## src/rtl/gpu_fbuffer_writer.sv

```systemverilog
// gpu_fbuffer_writer: executes the gwfbuffer microcode op.
// Shades one tile row through a palette and writes one packed framebuffer word.
module gpu_fbuffer_writer #(
    parameter int FB_ADDR_W = 13,
    parameter int FB_DATA_W = 16
) (
    input  logic                 iClock,
    input  logic                 iReset,
    input  logic                 iStart,
    input  logic                 iIsSprite,
    input  logic [7:0]           iHigh,
    input  logic [7:0]           iLow,
    input  logic [7:0]           iSpriteInfo,
    input  logic [7:0]           iBgp,
    input  logic [7:0]           iObp0,
    input  logic [7:0]           iObp1,
    input  logic [FB_ADDR_W-1:0] iFbAddr,
    input  logic [FB_DATA_W-1:0] iFbRData,
    output logic [FB_ADDR_W-1:0] oFbAddr,
    output logic                 oFbRe,
    output logic                 oFbWe,
    output logic [FB_DATA_W-1:0] oFbWData,
    output logic                 oBusy,
    output logic                 oDone
);

    typedef enum logic [2:0] {
        S_IDLE   = 3'd0,
        S_RD     = 3'd1,
        S_RDWAIT = 3'd2,
        S_SHADE  = 3'd3,
        S_WR     = 3'd4,
        S_DONE   = 3'd5
    } state_t;

    state_t                 r_state;
    state_t                 w_next;
    logic [2:0]             r_n;
    logic [7:0]             r_high;
    logic [7:0]             r_low;
    logic [7:0]             r_pal;
    logic [1:0]             r_bgp0;
    logic                   r_prio;
    logic                   r_flip;
    logic                   r_sprite;
    logic [FB_ADDR_W-1:0]   r_addr;
    logic [FB_DATA_W-1:0]   r_word;

    logic [2:0]             w_b;
    logic [1:0]             w_idx;
    logic [1:0]             w_shade;
    logic [3:0]             w_shift;
    logic [1:0]             w_old;
    logic                   w_pix_we;
    logic [FB_DATA_W-1:0]   w_word_next;
    logic                   w_unused_info;

    // Attribute bits that this op does not consume.
    assign w_unused_info = ^{iSpriteInfo[6], iSpriteInfo[3:0]};

    // Source bit, colour index and target bit position of the current pixel.
    always_comb begin
        w_b     = (r_sprite && r_flip) ? r_n : (3'd7 - r_n);
        w_idx   = {r_high[w_b], r_low[w_b]};
        w_shift = {3'd7 - r_n, 1'b0};
        w_old   = r_word[w_shift +: 2];
    end

    // Palette lookup for the current colour index.
    always_comb begin
        w_shade = r_pal[1:0];
        case (w_idx)
            2'd0: w_shade = r_pal[1:0];
            2'd1: w_shade = r_pal[3:2];
            2'd2: w_shade = r_pal[5:4];
            2'd3: w_shade = r_pal[7:6];
            default: w_shade = r_pal[1:0];
        endcase
    end

    // Merge rule: BG always writes; sprites skip idx 0 and honour priority.
    always_comb begin
        w_pix_we    = !r_sprite ||
                      ((w_idx != 2'd0) && (!r_prio || (w_old == r_bgp0)));
        w_word_next = r_word;
        if (w_pix_we)
            w_word_next[w_shift +: 2] = w_shade;
    end

    // State register.
    always_ff @(posedge iClock) begin
        if (iReset)
            r_state <= S_IDLE;
        else
            r_state <= w_next;
    end

    // Next-state logic.
    always_comb begin
        w_next = r_state;
        case (r_state)
            S_IDLE:   if (iStart) w_next = iIsSprite ? S_RD : S_SHADE;
            S_RD:     w_next = S_RDWAIT;
            S_RDWAIT: w_next = S_SHADE;
            S_SHADE:  if (r_n == 3'd7) w_next = S_WR;
            S_WR:     w_next = S_DONE;
            S_DONE:   w_next = S_IDLE;
            default:  w_next = S_IDLE;
        endcase
    end

    // Bus strobes and status decoded from the current state.
    always_comb begin
        oFbAddr  = '0;
        oFbRe    = 1'b0;
        oFbWe    = 1'b0;
        oFbWData = '0;
        oDone    = 1'b0;
        oBusy    = (r_state != S_IDLE);
        case (r_state)
            S_RD: begin
                oFbRe   = 1'b1;
                oFbAddr = r_addr;
            end
            S_WR: begin
                oFbWe    = 1'b1;
                oFbAddr  = r_addr;
                oFbWData = r_word;
            end
            S_DONE:  oDone = 1'b1;
            default: ;
        endcase
    end

    // Operand latch, read-back capture and per-pixel merge.
    always_ff @(posedge iClock) begin
        if (iReset) begin
            r_n      <= '0;
            r_high   <= '0;
            r_low    <= '0;
            r_pal    <= '0;
            r_bgp0   <= '0;
            r_prio   <= 1'b0;
            r_flip   <= 1'b0;
            r_sprite <= 1'b0;
            r_addr   <= '0;
            r_word   <= '0;
        end else begin
            case (r_state)
                S_IDLE: begin
                    if (iStart) begin
                        r_n      <= '0;
                        r_high   <= iHigh;
                        r_low    <= iLow;
                        r_pal    <= !iIsSprite ? iBgp :
                                    (iSpriteInfo[4] ? iObp1 : iObp0);
                        r_bgp0   <= iBgp[1:0];
                        r_prio   <= iSpriteInfo[7];
                        r_flip   <= iSpriteInfo[5];
                        r_sprite <= iIsSprite;
                        r_addr   <= iFbAddr;
                        r_word   <= '0;
                    end
                end
                S_RDWAIT: r_word <= iFbRData;
                S_SHADE: begin
                    r_word <= w_word_next;
                    r_n    <= r_n + 3'd1;
                end
                default: ;
            endcase
        end
    end

endmodule

```

## config.mk

```make
export PLATFORM = sky130hd
export DESIGN_NAME = gpu_fbuffer_writer
export DESIGN_NICKNAME = d
export VERILOG_FILES = /design/src/rtl/gpu_fbuffer_writer.sv
export SDC_FILE = /design/constraint.sdc
export NUM_CORES = 1
export LEC_CHECK = 0
export ABC_AREA = 1
export CAP_MARGIN = 5
export CORE_ASPECT_RATIO = 0.7
export CORE_UTILIZATION = 41
export DETAILED_ROUTE_END_ITERATION = 16
export GPL_TIMING_DRIVEN = 0
export PLACE_DENSITY = 0.8
export SYNTH_ARGS = -nofsm -noshare
export SYNTH_HDL_FRONTEND = slang
export SYNTH_SLANG_ARGS = --single-unit
```

## constraint.sdc

```tcl
create_clock -name iClock -period 3.1 [get_ports iClock]
set_input_delay 0.62 -clock iClock [delete_from_list [all_inputs] [get_ports iClock]]
set_output_delay 0.62 -clock iClock [all_outputs]
set_load 0.1 [all_outputs]
```

==> flow_summary.ini, run 1 <==
[run_status]
outcome = finished clean

[global_routing]
antenna_found_initial = 0
grt_usage_pct = 24.8
grt_max_degree = 14
grt_pass1_vias = 4102
grt_first_pass_wirelength_mm = 19.7
gr-total-overflow = 0

[pwr]
power_frac_seq_pct = 30.1
power_leakage_nw = 2.32
pwr-share-clk_pct = 32.1
p_sw_share_pct = 39.8
p_sw_mw = 1.39
p_comb_share_pct = 37.8
total_power_mw = 3.49
peakVddDrop_uv = 429
p_int_mw = 2.10
cellPowerDensity_nw_per_um2 = 633

[finish]
num-nets-final = 809
nFillCells = 867
fin_cells = 852
fin_util_pct = 60.7
regArea_sq_um = 1280
syn2layout_area_growth_pct = 43.2
multi_input_area_sq_um = 2250
antenna_cells = 0
layout-drive-gt1-share_pct = 15.5
stdcell_area_sq_um = 5510

[min_path]
min_path_type = reg2reg

[timing]
rsz0062_at_grt = false
slew_viol_final = 0
period_minus_slack_ps = 3030
period_share_pct = 97.8
tightestPinTransition_ps = 983
finClkSkew_ps = 9.41
hold_viol = 0
fmax_ghz = 0.330
setup_violations = 0
worst_slack_ps = 67.4
finalSetupTns_ps = 0
relSlewSlack_pct = 34.7
hold_ws_ps = 455

[worst_setup_path]
worstPathArrival_ps = 2410
crit_chain = inv_1 > nand2_1 > nor2_4 > nor2_1 > buf_2 > nor2_2 > clkdlybuf4s15_2
cp_slowest_cell = clkdlybuf4s15_2
crit_type = reg2out
critPathMaxFanout = 10
worst_setup_path_start_kind = flip-flop
crit_required_ps = 2480
critPathMaxStageDelay_ps = 480
endpoint_kind = output port

[drt]
wl_mm = 12.1
vias = 4336
viasPerCell = 5.09
dr.pass1.iters = 5
drtAntennaViolNets = 0
drc = 0
wl_per_cell_microns = 14.2
drt_iter0_drc = 283

[clock_tree]
path_clk_slew_ps = 60
htree_levels = 3
ctsHoldBuffers = 0
cts_root_buf = clkbuf_16
cts_tree = done
clkLatencyLatePin_ps = 340
cts.sinks = 64
cts_buffers = 9
post_cts_buffers = 0
cts_resized = 82
cts.path.max_buffers = 2

[die]
coreArea_sq_um = 9070
dieWidth_microns = 118
die-area_sq_um = 9780
rows = 29
initial_core_util_pct = 42.4
ios = 114
fp.dieH_microns = 83.1

[yosys]
synth_top_cell_by_area = dfxtp_1
synth-edff-count = 0
synth_area_leaders = dfxtp_1, nor2_1, nand2_1
synth.distinct_cells = 34
yosysTopAreaCellShare_pct = 33.3
synthArstFlopShare_pct = 0
syn_area_sq_um = 3850
yosysWarnings = 0
synth_area_per_cell_sq_um = 6.37
seq_area_frac_synth_pct = 33.3
synth_cells = 604
ys_seq_elements = 64
synth_nets = 690
synth_ff_type = dfxtp_1

[placement]
numPortBuffers = 108
place_inst = 836
dpl-instance-area_sq_um = 5240
dp_hpwl_mm = 9.29
gp_congestion = 0.881
pre_cts_slack_ps = -392

[flow_run]
drv_cap = 0
==> power groups by stage <==
stage | Clock, mW | Sequential [mW] | Combinational [mW]
floorplan | 0 | 1.04 | 0.948
global placement | 0 | 1.06 | 1.26
detailed placement | 0 | 1.06 | 1.29
CTS | 1.13 | 1.05 | 1.30
global route | 1.16 | 1.06 | 1.44
finish | 1.12 | 1.05 | 1.32
==> worst paths after layout <==
kind / start / endpoint / slack, ps / cells past startpoint
worst min-delay path: r_addr[0] / r_addr[0] / 450 / 2
worst max-delay path: r_state[1] / oFbAddr[6] / 70 / 7
worst max register to register: r_n[0] / r_word[0] / 600 / 11
worst min register to register: r_addr[0] / r_addr[0] / 450 / 2
==> cells in the mapped netlist, types with 2 or more instances <==
master    number
o21ai_0       61
nand3_1       30
nand2_1      101
inv_2          4
nand4_1        2
ha_1           5
a21oi_2       10
nand2_4        4
o211ai_1       4
buf_6          5
clkinv_1       2
inv_1         81
nand3_2        3
buf_2          4
nor2_1       106
nand2_2        4
clkbuf_1      18
o22ai_1        2
nor4_1         2
nand4_2        2
a21oi_1       69
dfxtp_1       64
o21ai_1        3
o21bai_1       8
==> cells by family after synthesis <==
group / Yosys count / synth area share [%]
simple gates: 258 / 29.1
compound gates: 159 / 22.7
xor+xnor: 3 / 0.878
flops: 64 / 33.3
buf+inv: 115 / 12.4
fa+ha+maj: 5 / 1.63
==> state kept, by name, summed over array words and instances, names as in the netlist, 2 cells and up <==
signal and cells:
r_high 8, r_low 8, r_bgp0 2, r_n 3, r_word 16, r_pal 8
r_state 3, r_addr 13
==> routing by layer <==
layer | track usage (%) | part of all wire (%) | up-vias
met5 | 0 | 0 | -
met4 | 5.59 | 0.94 | 0
met3 | 4.81 | 7.1 | 11
met2 | 38.9 | 43 | 172
met1 | 35.0 | 49 | 1983
li1 | - | - | 2170
==> layout by cell type (no fill, tap or decap), types with 5 or more instances in the layout <==
cell type	n
a21oi_1	69
a21oi_2	10
buf_2	15
buf_6	5
clkbuf_1	16
clkbuf_16	9
clkbuf_2	6
clkdlybuf4s15_2	10
clkdlybuf4s50_1	79
dfxtp_1	64
ha_1	5
inv_1	81
nand2_1	101
nand3_1	30
nor2_1	78
nor2_2	11
nor2_4	18
o21ai_0	61
o21bai_1	8
==> cell type report <==
type / instances / area share, %
multi-input cells: 425 / 40.8
flip-flops and latches: 64 / 23.3
clock buffers: 9 / 4.09
well taps: 124 / 2.82
inverters: 88 / 6.02
repair buffers: 108 / 18.5
clock inverters: 7 / 1.86
plain buffers: 27 / 2.70
==> critical path: cells and delay by family, from the launching register on <==
| family | cells | cell delay [ps] |
|---|---|---|
| buf+inv | 3 | 1030 |
| flops | 1 | 370 |
| simple gates | 4 | 660 |
(Power assumes the default switching activity.)
==> inputs of run 2 (changes only) <==
--- a/config.mk
+++ b/config.mk
@@ -9,8 +9,8 @@
 export CAP_MARGIN = 5
 export CORE_ASPECT_RATIO = 0.7
 export CORE_UTILIZATION = 41
+export CTS_CLUSTER_SIZE = 28
 export DETAILED_ROUTE_END_ITERATION = 16
-export GPL_TIMING_DRIVEN = 0
 export PLACE_DENSITY = 0.8
 export SYNTH_ARGS = -nofsm -noshare
 export SYNTH_HDL_FRONTEND = slang
==> flow_summary.ini, run 2 (synthesis results as in run 1) <==
[clock_tree]
clkLatencyLatePin_ps = 330
cts.sinks = 64
htree_levels = 3
cts_tree = done
path_clk_slew_ps = 60
cts_root_buf = clkbuf_16
cts_buffers = 9
cts_resized = 0
post_cts_buffers = 0
cts.path.max_buffers = 2
ctsHoldBuffers = 0

[finish]
syn2layout_area_growth_pct = 44.8
num-nets-final = 790
final_common_cell = nand2_1
reg_top3 = r_word (16), r_addr (13)
largest_reg_flops = 16
nFillCells = 807
regArea_sq_um = 1280
fin_cells = 833
multi_input_area_sq_um = 2250
antenna_cells = 0
layout-drive-gt1-share_pct = 16.6
top_register = r_word
final_cell_mix = nand2_1, inv_1, nor2_1, clkdlybuf4s50_1, a21oi_1

[timing]
setup_violations = 0
rsz0062_at_grt = false
hold_ws_ps = 453
tightestPinTransition_ps = 1020
period_share_pct = 89.5
finalSetupTns_ps = 0
slew_viol_final = 0
hold_viol = 0
period_minus_slack_ps = 2770
finClkSkew_ps = 10.6
relSlewSlack_pct = 31.9
fmax_ghz = 0.361

[die]
rows = 29
initial_core_util_pct = 42.4
coreArea_sq_um = 9070
dieWidth_microns = 118
die-area_sq_um = 9780
fp.dieH_microns = 83.1
ios = 114

[global_routing]
gr-total-overflow = 0
antenna_found_initial = 0
grt_pass1_vias = 4007
grt_usage_pct = 23.2
grt_first_pass_wirelength_mm = 18.5
grt_max_degree = 58

[drt]
vias = 4189
wl_mm = 11.1
drt_iter0_drc = 235
viasPerCell = 5.03
drc = 0
wl_per_cell_microns = 13.3
drtAntennaViolNets = 0
dr.pass1.iters = 5

[run_status]
outcome = finished clean

[worst_setup_path]
critPathMaxFanout = 13
startpoint = r_state[1]
reg2reg_depth = 8
crit_required_ps = 2480
rrSetupSlack_ps = 650
crit_end = oFbAddr[12]
r2r-end = r_word[0]
crit_type = reg2out
worst_setup_path_start_kind = flip-flop
worstPathArrival_ps = 2150
endpoint_kind = output port
worstReg2RegStart = r_n[0]

[placement]
numPortBuffers = 108
gp_congestion = 0.860
dp_hpwl_mm = 8.32
place_inst = 817

[pwr]
cellPowerDensity_nw_per_um2 = 590
power_leakage_nw = 2.31
peakVddDrop_uv = 546

[min_path]
min_path_type = reg2reg

[flow_run]
drv_cap = 0
-- run 2: changes by cell type in the layout (fill, tap and decap cells not counted), moves of 6 or more --
cell             previous run  this run
clkdlybuf4s15_2            10         0
buf_2                      15         0
clkbuf_2                    6         0
buf_12                      0        16
clkbuf_1                   16         0
buf_4                       0        25
-- run 2: critical path, cell delays in order (launching register included) --
cell     delay (ps)
dfxtp_1         370
inv_1            90
nand2_1         140
nor2_4           60
nor2_2          790
nor2_1           90
buf_4           270
-- run 2: per-layer routing --
metal	global-route usage, %	part of all wire [%]	vias to the layer above
li1	-	-	2132
met3	4.19	5.2	12
met4	6.53	1.1	0
met2	37.3	45	132
met5	0	0	-
met1	31.8	49	1913
-- run 2: report_power, final --
| group | total [mW] | leakage, nW | switching [mW] | internal, mW |
|---|---|---|---|---|
| Sequential | 1.05 | 0.528 | 0.0805 | 0.972 |
| Clock | 0.997 | 0.141 | 0.376 | 0.621 |
| Combinational | 1.24 | 1.64 | 0.856 | 0.385 |
| Total | 3.29 | 2.31 | 1.31 | 1.98 |
-- run 2: how the worst min path moves through the flow --
stage	start	slack, ps	end	depth (start not counted)
2_1_floorplan	r_low[1]	430	r_low[1]	2
3_3_place_gp	r_low[7]	440	r_low[7]	2
3_5_place_dp	r_addr[1]	440	r_addr[1]	2
4_1_cts	r_addr[1]	450	r_addr[1]	2
5_1_grt	r_low[7]	470	r_low[7]	2
6_report	r_addr[1]	450	r_addr[1]	2
-- run 2: cell type report --
type | instances | area share [%]
Sequential cell | 64 | 23.0
Clock buffer | 9 | 4.04
Tap cell | 124 | 2.78
Clock inverter | 7 | 1.30
Inverter | 88 | 5.95
Multi-Input combinational cell | 425 | 40.3
Timing Repair Buffer | 116 | 22.6
-- run 2: through the flow --
stage / total power, mW / worst slack [ps] / utilization (%) / cell area [sq um]
after floorplan: 1.99 / -23.3 / - / 4000
after global placement: 2.25 / 755 / 58.2 / 5280
after detailed placement: 2.29 / 664 / 58.2 / 5280
after CTS: 3.30 / 307 / 61.4 / 5570
after global routing: 3.49 / 167 / 61.4 / 5570
final: 3.29 / 326 / 61.4 / 5570
==> inputs of run 3 (changes only) <==
--- a/config.mk
+++ b/config.mk
@@ -12,6 +12,7 @@
 export CTS_CLUSTER_SIZE = 28
 export DETAILED_ROUTE_END_ITERATION = 16
 export PLACE_DENSITY = 0.8
+export SKIP_LAST_GASP = 1
 export SYNTH_ARGS = -nofsm -noshare
 export SYNTH_HDL_FRONTEND = slang
 export SYNTH_SLANG_ARGS = --single-unit
==> results of run 3 <==
Same layout as run 2: the final DEF is identical, and so are final timing and power.
